$ cat config.mk
export PLATFORM = sky130hd
export DESIGN_NAME = alu_iter_unit
export DESIGN_NICKNAME = d
export VERILOG_FILES = /design/src/rtl/alu_pkg.sv /design/src/rtl/alu_ctrl_decode.sv /design/src/rtl/alu_iter_unit.sv
export SDC_FILE = /design/constraint.sdc
export NUM_CORES = 1
export LEC_CHECK = 0
export ABC_AREA = 1
export CELL_PAD_IN_SITES_DETAIL_PLACEMENT = 0
export CELL_PAD_IN_SITES_GLOBAL_PLACEMENT = 1
export CORE_ASPECT_RATIO = 1.2
export CORE_MARGIN = 3
export CORE_UTILIZATION = 30
export DETAILED_ROUTE_END_ITERATION = 8
export PLACE_DENSITY_LB_ADDON = 0.1
export SLEW_MARGIN = 0
export SYNTH_ARGS = -nofsm -noshare
export SYNTH_HDL_FRONTEND = slang
export SYNTH_SLANG_ARGS = --single-unit
$ cat constraint.sdc
create_clock -name clk -period 4.4 [get_ports clk]
set_input_delay 1.32 -clock clk [delete_from_list [all_inputs] [get_ports clk]]
set_output_delay 1.32 -clock clk [all_outputs]
set_load 0.02 [all_outputs]
$ cat src/rtl/alu_pkg.sv
// Shared definitions for the iterative ALU execute block and its control decoder.
package alu_pkg;

    // ALU control codes carried from decode into the datapath
    localparam logic [3:0] ALU_AND     = 4'b0000;
    localparam logic [3:0] ALU_OR      = 4'b0001;
    localparam logic [3:0] ALU_ADD     = 4'b0010;
    localparam logic [3:0] ALU_XOR     = 4'b0011;
    localparam logic [3:0] ALU_SRL     = 4'b0100;
    localparam logic [3:0] ALU_SLL     = 4'b0101;
    localparam logic [3:0] ALU_SUB     = 4'b0110;
    localparam logic [3:0] ALU_SRA     = 4'b0111;
    localparam logic [3:0] ALU_SLT     = 4'b1000;
    localparam logic [3:0] ALU_SLTU    = 4'b1001;
    localparam logic [3:0] ALU_ILLEGAL = 4'b1111;

    // aluOp encodings produced by the main control stage
    localparam logic [1:0] ALUOP_ADD   = 2'b00;
    localparam logic [1:0] ALUOP_SUB   = 2'b01;
    localparam logic [1:0] ALUOP_RTYPE = 2'b10;
    localparam logic [1:0] ALUOP_ITYPE = 2'b11;

    // Execute FSM states
    typedef enum logic [1:0] {
        ST_IDLE  = 2'b00,
        ST_SHIFT = 2'b01,
        ST_DONE  = 2'b10
    } aluState_t;

endpackage

$ cat src/rtl/alu_ctrl_decode.sv
// Maps aluOp plus {funct7[5], funct3} onto an ALU control code and flags
// encodings that have no legal RV32I meaning. Purely combinational so the
// branch unit can share it.
module alu_ctrl_decode
    import alu_pkg::*;
(
    input  logic [1:0] aluOp,
    input  logic [3:0] f3f7,
    output logic [3:0] aluCtrl,
    output logic       illegal
);

    logic       f7;
    logic [2:0] f3;

    assign f7 = f3f7[3];
    assign f3 = f3f7[2:0];

    // Table lookup on funct3; funct7[5] only selects sub/sra, anything else with it set is illegal
    always_comb begin
        aluCtrl = ALU_ILLEGAL;
        illegal = 1'b0;
        case (aluOp)
            ALUOP_ADD: aluCtrl = ALU_ADD;
            ALUOP_SUB: aluCtrl = ALU_SUB;
            default: begin
                case (f3)
                    3'b000: begin
                        if (aluOp == ALUOP_RTYPE && f7) aluCtrl = ALU_SUB;
                        else                            aluCtrl = ALU_ADD;
                    end
                    3'b001: begin aluCtrl = ALU_SLL;  illegal = f7; end
                    3'b010: begin aluCtrl = ALU_SLT;  illegal = f7; end
                    3'b011: begin aluCtrl = ALU_SLTU; illegal = f7; end
                    3'b100: begin aluCtrl = ALU_XOR;  illegal = f7; end
                    3'b101: aluCtrl = f7 ? ALU_SRA : ALU_SRL;
                    3'b110: begin aluCtrl = ALU_OR;   illegal = f7; end
                    default: begin aluCtrl = ALU_AND; illegal = f7; end
                endcase
                if (illegal) aluCtrl = ALU_ILLEGAL;
            end
        endcase
    end

endmodule

$ cat src/rtl/alu_iter_unit.sv
// ALU execute block with valid/ready handshake. Non-shift ops finish in one
// cycle; shifts walk the working register SHIFT_STEP bits per cycle.
module alu_iter_unit
    import alu_pkg::*;
#(
    parameter  int XLEN       = 32,
    parameter  int SHIFT_STEP = 1,
    localparam int SHAMT_W    = $clog2(XLEN)
) (
    input  logic            clk,
    input  logic            reset,
    input  logic            in_valid,
    output logic            in_ready,
    input  logic [1:0]      aluOp,
    input  logic [3:0]      f3f7,
    input  logic [XLEN-1:0] opA,
    input  logic [XLEN-1:0] opB,
    output logic            out_valid,
    input  logic            out_ready,
    output logic [XLEN-1:0] result,
    output logic            zero,
    output logic            illegal,
    output logic [3:0]      aluCtrl
);

    localparam logic [SHAMT_W:0] STEP_EXT = (SHAMT_W+1)'(SHIFT_STEP);

    aluState_t        state, nextState;
    logic [3:0]       decCtrl, ctrlReg;
    logic             decIllegal, illegalReg, zeroReg;
    logic [XLEN-1:0]  quickResult, workReg, resultReg, shifted;
    logic [SHAMT_W-1:0] shamt, remaining, stepAmt;
    logic             decIsShift, startShift, shiftLast;

    alu_ctrl_decode uDecode (
        .aluOp   (aluOp),
        .f3f7    (f3f7),
        .aluCtrl (decCtrl),
        .illegal (decIllegal)
    );

    assign shamt      = opB[SHAMT_W-1:0];
    assign decIsShift = (decCtrl == ALU_SLL) || (decCtrl == ALU_SRL) || (decCtrl == ALU_SRA);
    assign startShift = decIsShift && (shamt != '0);
    assign stepAmt    = ({1'b0, remaining} < STEP_EXT) ? remaining : STEP_EXT[SHAMT_W-1:0];
    assign shiftLast  = (remaining == stepAmt);

    // Single-cycle result for everything except a non-zero shift; illegal ops give zero
    always_comb begin
        quickResult = '0;
        case (decCtrl)
            ALU_AND:  quickResult = opA & opB;
            ALU_OR:   quickResult = opA | opB;
            ALU_ADD:  quickResult = opA + opB;
            ALU_XOR:  quickResult = opA ^ opB;
            ALU_SUB:  quickResult = opA - opB;
            ALU_SLT:  quickResult = {{(XLEN-1){1'b0}}, ($signed(opA) < $signed(opB))};
            ALU_SLTU: quickResult = {{(XLEN-1){1'b0}}, (opA < opB)};
            ALU_SLL, ALU_SRL, ALU_SRA: quickResult = opA;
            default:  quickResult = '0;
        endcase
    end

    // One shifter step; arithmetic shift keeps replicating the original sign bit
    always_comb begin
        shifted = workReg;
        case (ctrlReg)
            ALU_SLL: shifted = workReg << stepAmt;
            ALU_SRA: shifted = $signed(workReg) >>> stepAmt;
            default: shifted = workReg >> stepAmt;
        endcase
    end

    // FSM state register
    always_ff @(posedge clk or posedge reset) begin
        if (reset) state <= ST_IDLE;
        else       state <= nextState;
    end

    // FSM next-state logic
    always_comb begin
        nextState = state;
        case (state)
            ST_IDLE:  if (in_valid) nextState = startShift ? ST_SHIFT : ST_DONE;
            ST_SHIFT: if (shiftLast) nextState = ST_DONE;
            ST_DONE:  if (out_ready) nextState = ST_IDLE;
            default:  nextState = ST_IDLE;
        endcase
    end

    // FSM outputs: handshake flags follow the state directly
    always_comb begin
        in_ready  = (state == ST_IDLE);
        out_valid = (state == ST_DONE);
    end

    // Datapath: latch the request on acceptance, iterate the shifter, hold results through DONE
    always_ff @(posedge clk or posedge reset) begin
        if (reset) begin
            ctrlReg    <= ALU_AND;
            illegalReg <= 1'b0;
            zeroReg    <= 1'b0;
            resultReg  <= '0;
            workReg    <= '0;
            remaining  <= '0;
        end else begin
            case (state)
                ST_IDLE: begin
                    if (in_valid) begin
                        ctrlReg    <= decCtrl;
                        illegalReg <= decIllegal;
                        if (startShift) begin
                            workReg   <= opA;
                            remaining <= shamt;
                        end else begin
                            resultReg <= quickResult;
                            zeroReg   <= (quickResult == '0);
                        end
                    end
                end
                ST_SHIFT: begin
                    workReg   <= shifted;
                    remaining <= remaining - stepAmt;
                    if (shiftLast) begin
                        resultReg <= shifted;
                        zeroReg   <= (shifted == '0);
                    end
                end
                default: ;
            endcase
        end
    end

    assign result  = resultReg;
    assign zero    = zeroReg;
    assign illegal = illegalReg;
    assign aluCtrl = ctrlReg;

endmodule

Word level (Yosys, flattened, before mapping)
Index checks and enable logic that the tools add are counted.
{"block": "word_totals", "register_bits": 77, "input_bits": 74, "output_inout_bits": 40, "elab_cells": 95}
{"block": "classes", "addsub": 3, "magnitude_cmp": 3, "eq_ne": 27, "n_shift": 3, "n_mux": 30, "n_bitwise": 3, "n_reduce_logical": 19}
{"cell": "$pmux W32 S8", "n": 1}
{"cell": "$pmux W32 S2", "n": 3}
{"cell": "$mux W32", "n": 5}
{"cell": "$logic_not A32 Y1", "n": 2}
{"cell": "$lt A32 B32 Y1", "n": 2}
{"cell": "$add A32 B32 Y32", "n": 1}
{"cell": "$and A32 B32 Y32", "n": 1}
{"cell": "$or A32 B32 Y32", "n": 1}
{"cell": "$shl A32 B5 Y32", "n": 1}
{"cell": "$shr A32 B5 Y32", "n": 1}
{"cell": "$sshr A32 B5 Y32", "n": 1}
{"cell": "$sub A32 B32 Y32", "n": 1}
{"cell": "$xor A32 B32 Y32", "n": 1}
{"cell": "$pmux W4 S7", "n": 1}
{"cell": "$eq A4 B3 Y1 const B", "n": 6}
{"cell": "$mux W5", "n": 3}
{"cell": "$mux W2", "n": 5}
{"cell": "$pmux W5 S2", "n": 1}
{"cell": "$eq A3 B3 Y1 const B", "n": 3}
{"cell": "$eq A4 B2 Y1 const B", "n": 2}
{"cell": "$eq A4 B4 Y1 const B", "n": 2}
{"cell": "$pmux W4 S2", "n": 1}
{"cell": "$eq A3 B2 Y1 const B", "n": 2}
{"cell": "$mux W1", "n": 6}
{"cell": "25 further kinds", "n": 35}

Depth between registers and ports, before layout
Gate-level depths: netlist of the first run.
{"block": "logic_depth", "ltp_word": 13, "mapped_depth": 23, "ltp_nobuf": 23}

Modules after synthesis
A second synthesis of the first run with hierarchy kept.
{"block": "hier_totals", "cells_unflattened": 1916, "area_unflattened_um2": 11282.1}
{"mod": "alu_iter_unit", "n_inst": 1, "cells_each": 1893, "area_each_um2": 11179.5, "seq_area_each_um2": 1926.8}
{"mod": "alu_ctrl_decode", "n_inst": 1, "cells_each": 23, "area_each_um2": 102.6, "seq_area_each_um2": 0.0}

Worst setup path before layout of the first run
OpenSTA, ideal clock, no wires.
{"block": "synth_path", "kind": "input to register", "startpoint": "input opA[0]", "endpoint": "register zeroReg, in the netlist zero", "setup_time_ns": 0.071, "arrival_time_ns": 3.232, "slack_ns": 1.097, "stages": 19, "path_buffers": 0, "cell_sequence": "ha_1 > fa_1 > nand3_1 > nand3_1 > nand2_1 > nand2_1 > nand2_1 > nand2_1 > nand2_1 > nand3_1 > nand3_1 > nand3_1 > nor2_1 > nand2_1 > nor2_1 > nand3_1 > nor2_1 > nor2_1 > nor2_1"}
{"block": "synth_via", "elab_chain_len": 6, "word_cells_on_any_way": 12, "classes_between": "add/sub: 2; order compare: 2; mux: 4; bitwise: 3; reduce/logical: 1"}
{"item": "start: declaration", "line": "alu_iter_unit.sv:16", "source": "input logic [XLEN-1:0] opA,"}
{"item": "$sub A32 B32 Y32, or another cell as far along", "line": "alu_iter_unit.sv:56", "source": "ALU_SUB: quickResult = opA - opB;"}
{"item": "$pmux W32 S8 *", "line": "alu_iter_unit.sv:51", "source": "case (decCtrl)"}
{"item": "$logic_not A32 Y1 *", "line": "alu_iter_unit.sv:117", "source": "zeroReg <= (quickResult == '0);"}
{"item": "$mux W1 *", "line": "alu_iter_unit.sv:112", "source": "if (startShift) begin"}
{"item": "$mux W1 *", "line": "alu_iter_unit.sv:109", "source": "if (in_valid) begin"}
{"item": "$pmux W1 S2 *", "line": "alu_iter_unit.sv:107", "source": "case (state)"}
{"item": "end signal: assignment", "line": "alu_iter_unit.sv:117"}
{"item": "end signal: assignment", "line": "alu_iter_unit.sv:126", "source": "zeroReg <= (shifted == '0);"}
{"item": "end: declaration", "line": "alu_iter_unit.sv:30", "source": "logic decIllegal, illegalReg, zeroReg;"}
Mark *: on every way between the ends. The rest lies on a longest branch, timed or not. The select of a mux whose other input is x is not followed.
A chain may end at the register's enable or synchronous reset.

Worst setup path after layout of the first run
{"block": "layout_path", "startpoint": "input opA[18]", "endpoint": "register resultReg[27], in the netlist result[27]"}
{"block": "layout_via", "elab_chain_len": 5, "word_cells_on_any_way": 6, "classes_between": "add/sub: 2; mux: 4"}
{"item": "$sub A32 B32 Y32 / $add A32 B32 Y32 (equally long branches)", "line": "alu_iter_unit.sv:56, alu_iter_unit.sv:54"}
{"item": "$pmux W32 S8 *", "line": "alu_iter_unit.sv:51"}
{"item": "$mux W32 *", "line": "alu_iter_unit.sv:112"}
{"item": "$mux W32 *", "line": "alu_iter_unit.sv:109"}
{"item": "$pmux W32 S2 *", "line": "alu_iter_unit.sv:107"}
{"item": "end signal: assignment", "line": "alu_iter_unit.sv:116", "source": "resultReg <= quickResult;"}
{"item": "end signal: assignment", "line": "alu_iter_unit.sv:125", "source": "resultReg <= shifted;"}
{"item": "end: declaration", "line": "alu_iter_unit.sv:31", "source": "logic [XLEN-1:0] quickResult, workReg, resultReg, shifted;"}
Marked as above.

==> summary.txt, run 1 <==
Route
  • TritonRoute pass-1 iters: 6
  • Antenna viol nets, final: 0
  • Post-route DRC: 0
  • WL/cell: 18.82 um
  • Initial DRC Count: 941
  • Drt total wl: 54.44 mm
  • Vias: 14,316
  • Via density: 4.950

Die
  • IO Pins: 114
  • Die Wd: 184.7 um
  • Die ar.: 40,720 sq um
  • Num rows: 77
  • Vert. Die Dim: 220.5 um
  • Starting Density: 30.76%
  • Core area: 37,380 sq um

GRT
  • Total gr overflow: 0
  • Vias in the first global route: 13,848
  • Initial antenna violation count: 0
  • Global-route wire length before repair: 81.98 mm
  • Pin count of the biggest net entering global routing: 66
  • All-Layer GR Usage: 26.62%

Final layout
  • Fin util: 41.51%
  • Fin area: 15,520 sq um
  • N_diodes: 0
  • Final Non-Filler Cells: 2,892
  • Fillers: 4,173
  • Commonest non-fill, non-tap cell in the layout: nand2_1
  • Layout Nets: 2,587
  • Commonest cells after routing, fill and taps aside: 661 x nand2_1, 378 x inv_1, 293 x buf_4
  • Layout cells sized above 1: 16.00%
  • Area grow syn2layout: 34.94%

Synth
  • Post-synth EDFFs: 0
  • Mapped Avg Cell Area: 5.555 sq um
  • Area contributors post-synth: nand2_1 22%, dfrtp_1 17%, inv_1 12%
  • Share of the synthesized area in the top cell type: 21.61%
  • Ys flop type: dfrtp_1
  • Syn Std Cell Area: 11,500 sq um
  • Ys Warns: 0
  • Distinct cells, synth: 42
  • Cell count after synthesis: 2,070
  • Async SR Flop Fraction: 100.0%
  • Leading area contributor after synthesis: nand2_1
  • Yosys reg bits: 77
  • Seq/Total Area, Yosys: 16.76%
  • Net Count, Synth: 2,243

Clocking
  • Post-CTS setup buffers: 0
  • CTS clk-pin slew, worst paths: 60 ps
  • Root Buffer: clkbuf_16
  • Post-CTS Hold Buffers: 0
  • CTS tree: built
  • Sink Count: 77
  • CTS buffer count: 9
  • Worst-Skew Late Latency: 350 ps
  • CTS H-Tree Depth: 3
  • Maximum root-to-sink buffer count: 2

Setup path
  • Crit-path cells: clkdlybuf4s50_1 > inv_1 > ha_1 > buf_4 > nor2_1 > inv_1 > nor2_1 > nand2_1 > nor3b_1 > nand2_1 > nand3_1 > nand2_1 > nand3_1 > nand2_1 > o21ai_0 > buf_4 > a31oi_1
  • Slowest stage cell on the critical path: o21ai_0
  • Worst EP required: 4640 ps
  • Max FO, Critical Path: 3
  • Crit. End Element: flop
  • Crit Path Category: in -> reg
  • Critical Path Start Type: primary input
  • Arrival time worst endpoint: 4420 ps
  • Slowest stage delay, CP: 580 ps
  • Most numerous cell on the critical path: nand2_1

STA
  • Worst slew margin: 52.73%
  • Fin. Hold Viols: 0
  • Max frequency: 238.8 MHz
  • Unrepaired setup endpoints after global routing: false
  • Post-Route Skew: 10.28 ps
  • Setup TNS Final: 0 ps
  • Worst Max-Slew Pin Slew: 701.6 ps
  • Fin crit share: 95.18%
  • Tmin final: 4188 ps
  • Final Setup Violations: 0
  • Slew Viols, Final: 0

Place
  • Detail Placement HPWL: 46.01 mm
  • Number of port buffers: 113
  • # placed instances: 2,877
  • Final Wtd Congestion: 0.9370
  • Dpl cell area: 15,120 sq um

Pwr
  • Maximum vdd drop: 0.2465 mV
  • Lkg Pwr: 8.506 nW
  • Power Dens Cells: 373.3 nW/um^2
  • Final Total Pwr: 5.792 mW

Hold path
  • Worst hold path class: reg -> reg

Status
  • Outcome: completed

Job
  • # Max-Cap Violations: 0
==> timing repair <==
item	in CTS	in global routing
gates resized for setup	0	20
setup endpoints to repair	0	4
hold endpoints to repair	0	0
==> synth_stat cells, drive strengths merged (19+ instances only) <==
master,instances
nand3,164
a31oi,30
o221ai,28
inv,387
or2,32
o21ai,128
nor3,19
dfrtp,77
buf,49
clkbuf,28
nand4,58
nand2,668
a21oi,55
ha,97
nor2,209
==> flip-flops by register name (all words and copies together) (netlist names) <==
name / flops
remaining: 5
state: 2
aluCtrl: 4
result: 32
workReg: 32
illegal: 1
zero: 1
==> report_power, final <==
part | switching (mW) | internal, mW
Combinational | 2.18 | 1.45
Clock | 0.304 | 0.540
Sequential | 0.243 | 1.07
==> worst paths after layout <==
kind,slack [ps],depth (start not counted),start,endpoint
max,210,17,opA[18],result[27]
min,490,2,result[1],result[1]
max reg2reg,1590,15,remaining[3],result[24]
min reg2reg,490,2,result[1],result[1]
max in group asynchronous,2510,3,reset,workReg[10]
min in group asynchronous,1220,2,reset,result[26]
==> logic make-up after synthesis <==
logic type / synth area share (%)
xor+xnor: 0.5332
flops: 16.76
simple gates: 42.67
compound gates: 13.08
buf+inv: 16.06
fa+ha+maj: 10.90
==> area by class of cell <==
cell class	count	area, sq um	area share (%)
clock buffers	12	266.5	1.718
repair buffers	410	3411	21.98
inverters	389	1461	9.419
flip-flops and latches	77	1927	12.42
well taps	474	593.1	3.822
multi-input cells	1527	7790	50.21
clock inverters	3	67.56	0.4354
==> metrics by stage <==
stage | hold WS (ps) | setup WS (ps)
6_report | 488.4 | 212.0
5_1_grt | 530.3 | 1.020
4_1_cts | 486.3 | 92.69
3_5_place_dp | 469.8 | -286.4
3_3_place_gp | 468.2 | -329.0
2_1_floorplan | 491.9 | 1097
==> routing by layer <==
metal / part of all wire, % / routed length (um) / GRT usage, %
met2: 45 / 24390 / 42.96
met5: 0 / 0 / 0
met4: 2.7 / 1494 / 7.831
met3: 4.1 / 2245 / 1.085
met1: 48 / 26300 / 38.69
==> worst max-delay path: cells and delay by family <==
| kind | cells | cell delay, ps |
|---|---|---|
| adders and majority gates | 1 | 350 |
| and+or+nand+nor | 9 | 1010 |
| AOI/OAI and AO/OA | 2 | 640 |
| buffers and inverters | 5 | 1120 |
Power figures use the tool's default switching activity.
==> inputs of run 2 (changes only) <==
==> constraint.sdc (replaced) <==
create_clock -name clk -period 4.4 [get_ports clk]
set_input_delay 1.1 -clock clk [delete_from_list [all_inputs] [get_ports clk]]
set_output_delay 1.1 -clock clk [all_outputs]
set_load 0.02 [all_outputs]
==> summary.txt, run 2 (same netlist as run 1, synthesis figures left out) <==
GRT
  • Initial antenna violation count: 0 (unchanged)
  • Pin count of the biggest net entering global routing: 64 (was 66)
  • Met1 GRT Util: 36.55% (was 38.69%)
  • Top Usage Layer GRT: met2 (unchanged)
  • All-Layer GR Usage: 26.02% (was 26.62%)
  • Total gr overflow: 0 (unchanged)
  • Vias in the first global route: 13,360 (was 13,848)
  • Global-route wire length before repair: 80.01 mm (was 81.98 mm)
  • Met3 GRT Util: 1.759% (was 1.085%)
  • Met2 global-route usage: 43.43% (was 42.96%)

Clocking
  • Post-cts sizing count: 0 (unchanged)
  • Post-CTS setup buffers: 0 (unchanged)
  • CTS tree: built (unchanged)
  • Worst-Skew Late Latency: 350 ps (about the same)
  • Root Buffer: clkbuf_16 (unchanged)
  • CTS clk-pin slew, worst paths: 60 ps (about the same)
  • CTS H-Tree Depth: 3 (unchanged)
  • Maximum root-to-sink buffer count: 2 (unchanged)
  • Sink Count: 77 (unchanged)
  • CTS buffer count: 9 (unchanged)
  • Post-CTS Hold Buffers: 0 (unchanged)

Hold path
  • Worst hold path class: reg -> reg (unchanged)
  • Hold Path Origin: result[28] (was result[1])

Final layout
  • Layout Nets: 2,464 (was 2,587)
  • Fillers: 4,228 (was 4,173)
  • Layout cells sized above 1: 10.81% (was 16.00%)
  • Area grow syn2layout: 26.55% (was 34.94%)
  • Fin util: 38.93% (was 41.51%)
  • Area occupied by multi-input gates: 7742 sq um (was 7790 sq um)
  • Register Area: 1927 sq um (unchanged)
  • Commonest non-fill, non-tap cell in the layout: nand2_1 (unchanged)
  • Commonest cells after routing, fill and taps aside: 662 x nand2_1, 378 x inv_1, 201 x nor2_1 (was 661 x nand2_1, 378 x inv_1, 293 x buf_4)
  • N_diodes: 0 (unchanged)

Setup path
  • Reg2Reg Launch Point: remaining[3] (unchanged)
  • Worst EP required: 4680 ps (was 4640 ps)
  • Critical Path Start Type: primary input (unchanged)
  • Max FO, Critical Path: 4 (was 3)
  • Crit. End Element: flop (unchanged)
  • Arrival time worst endpoint: 4480 ps (was 4420 ps)
  • Crit Path Category: in -> reg (unchanged)
  • Critical Path Source: opA[0] (was opA[18])

Die
  • IO Pins: 114 (unchanged)
  • Die ar.: 40,720 sq um (unchanged)
  • Starting Density: 30.76% (unchanged)
  • Vert. Die Dim: 220.5 um (unchanged)
  • Num rows: 77 (unchanged)
  • Die Wd: 184.7 um (unchanged)
  • Core area: 37,380 sq um (unchanged)

Pwr
  • Lkg Pwr: 7.923 nW (was 8.506 nW)
  • Power Dens Cells: 384.6 nW/um^2 (was 373.3 nW/um^2)
  • Maximum vdd drop: 0.2733 mV (was 0.2465 mV)

STA
  • Unrepaired setup endpoints after global routing: false (unchanged)
  • Final Setup Violations: 0 (unchanged)
  • Setup TNS Final: 0 ps (unchanged)
  • Tmin final: 4192 ps (was 4188 ps)
  • Fin crit share: 95.28% (was 95.18%)
  • Slew Viols, Final: 0 (unchanged)
  • Fin. Hold Viols: 0 (unchanged)
  • Post-Route Skew: 5.390 ps (was 10.28 ps)
  • Worst slew margin: 37.06% (was 52.73%)
  • Worst Max-Slew Pin Slew: 941.8 ps (was 701.6 ps)
  • Max frequency: 238.5 MHz (was 238.8 MHz)

Status
  • Outcome: completed (unchanged)

Route
  • Drt total wl: 53.31 mm (was 54.44 mm)
  • Via density: 4.979 (was 4.950)
  • WL/cell: 19.25 um (was 18.82 um)
  • Post-route DRC: 0 (unchanged)
  • TritonRoute pass-1 iters: 5 (was 6)
  • Vias: 13,788 (was 14,316)
  • Antenna viol nets, final: 0 (unchanged)
  • Initial DRC Count: 1,064 (was 941)

Place
  • Number of port buffers: 113 (unchanged)
  • Detail Placement HPWL: 45.15 mm (was 46.01 mm)
  • Final Wtd Congestion: 0.9558 (was 0.9370)

Job
  • # Max-Cap Violations: 0 (unchanged)
[run 2: changes by cell type in the layout (fill, tap and decap cells not counted), moves of 2 or more]
cell      previous run  this run
ha_1                86        97
buf_12               4         6
clkbuf_8             3         1
ha_2                11         0
buf_4              293       168
[run 2: area by class of cell]
type	instances	share of cell area, %
sequential	77	13.24
inverter	389	10.04
clock buffer	11	1.668
timing repair buffer	287	17.27
tap	474	4.076
multi-input combinational	1527	53.21
clock inverter	4	0.4987
[run 2: worst max-delay path, stage by stage]
cell and delay, ps:
clkdlybuf4s50_1 470, inv_1 160, ha_1 170, inv_1 100, fa_1 460, nand3_1 120
nand2_1 130, nand2_1 90, nand2_1 100, nand2_1 110, nand2_1 80, buf_4 150
nand2_1 150, nand3_1 90, nand2_1 90, nor2_1 50, nor2_1 130, nand3_1 90
nor2_2 240, nand3_1 120, nor2_1 130, nor2_1 60, nor2_1 80
[run 2: path summary, 6_finish.rpt]
| path | end | slack (ps) | depth (start not counted) |
|---|---|---|---|
| setup / recovery | zero | 210 | 23 |
| hold / removal | result[28] | 500 | 2 |
| setup reg to reg | zero | 1160 | 14 |
| hold reg to reg | result[28] | 500 | 2 |
| max in group asynchronous | workReg[6] | 2530 | 3 |
| min in group asynchronous | result[25] | 1200 | 2 |
[run 2: metrics by stage]
stage          hold WS, ps  setup slack (ps)  cell area [sq um]  power [mW]  instances
2_1_floorplan        491.9              1317              11500       3.333       2070
3_3_place_gp         473.4            -220.8              14220       4.788       2754
3_5_place_dp         477.5            -248.9              14220       4.786       2754
4_1_cts              491.6             113.7              14540       5.621       2769
5_1_grt              504.4             6.729              14550       6.067       2769
6_report             497.3             207.6              14550       5.596       2769
[run 2: where the power goes]
part	switching, mW	internal, mW
sequential	0.241	1.07
clock	0.300	0.508
combinational	2.15	1.33
[run 2: routing by layer]
metal / part of all wire [%] / up-vias
met5: 0 / -
met4: 2.3 / 0
met3: 4.5 / 64
met2: 46 / 363
met1: 47 / 6409
li1: - / 6952
==> inputs of run 3 (changes only) <==
==> constraint.sdc (replaced) <==
create_clock -name clk -period 4.4 [get_ports clk]
set_input_delay 1.1 -clock clk [delete_from_list [all_inputs] [get_ports clk]]
set_output_delay 1.1 -clock clk [all_outputs]
set_load 0.005 [all_outputs]
==> results of run 3 <==
Same layout as run 2 (identical final DEF). Status: completed.
Among the figures that moved: total power 5.596 mW -> 5.375 mW; worst IR drop on VDD 0.2733 mV -> 0.2677 mV
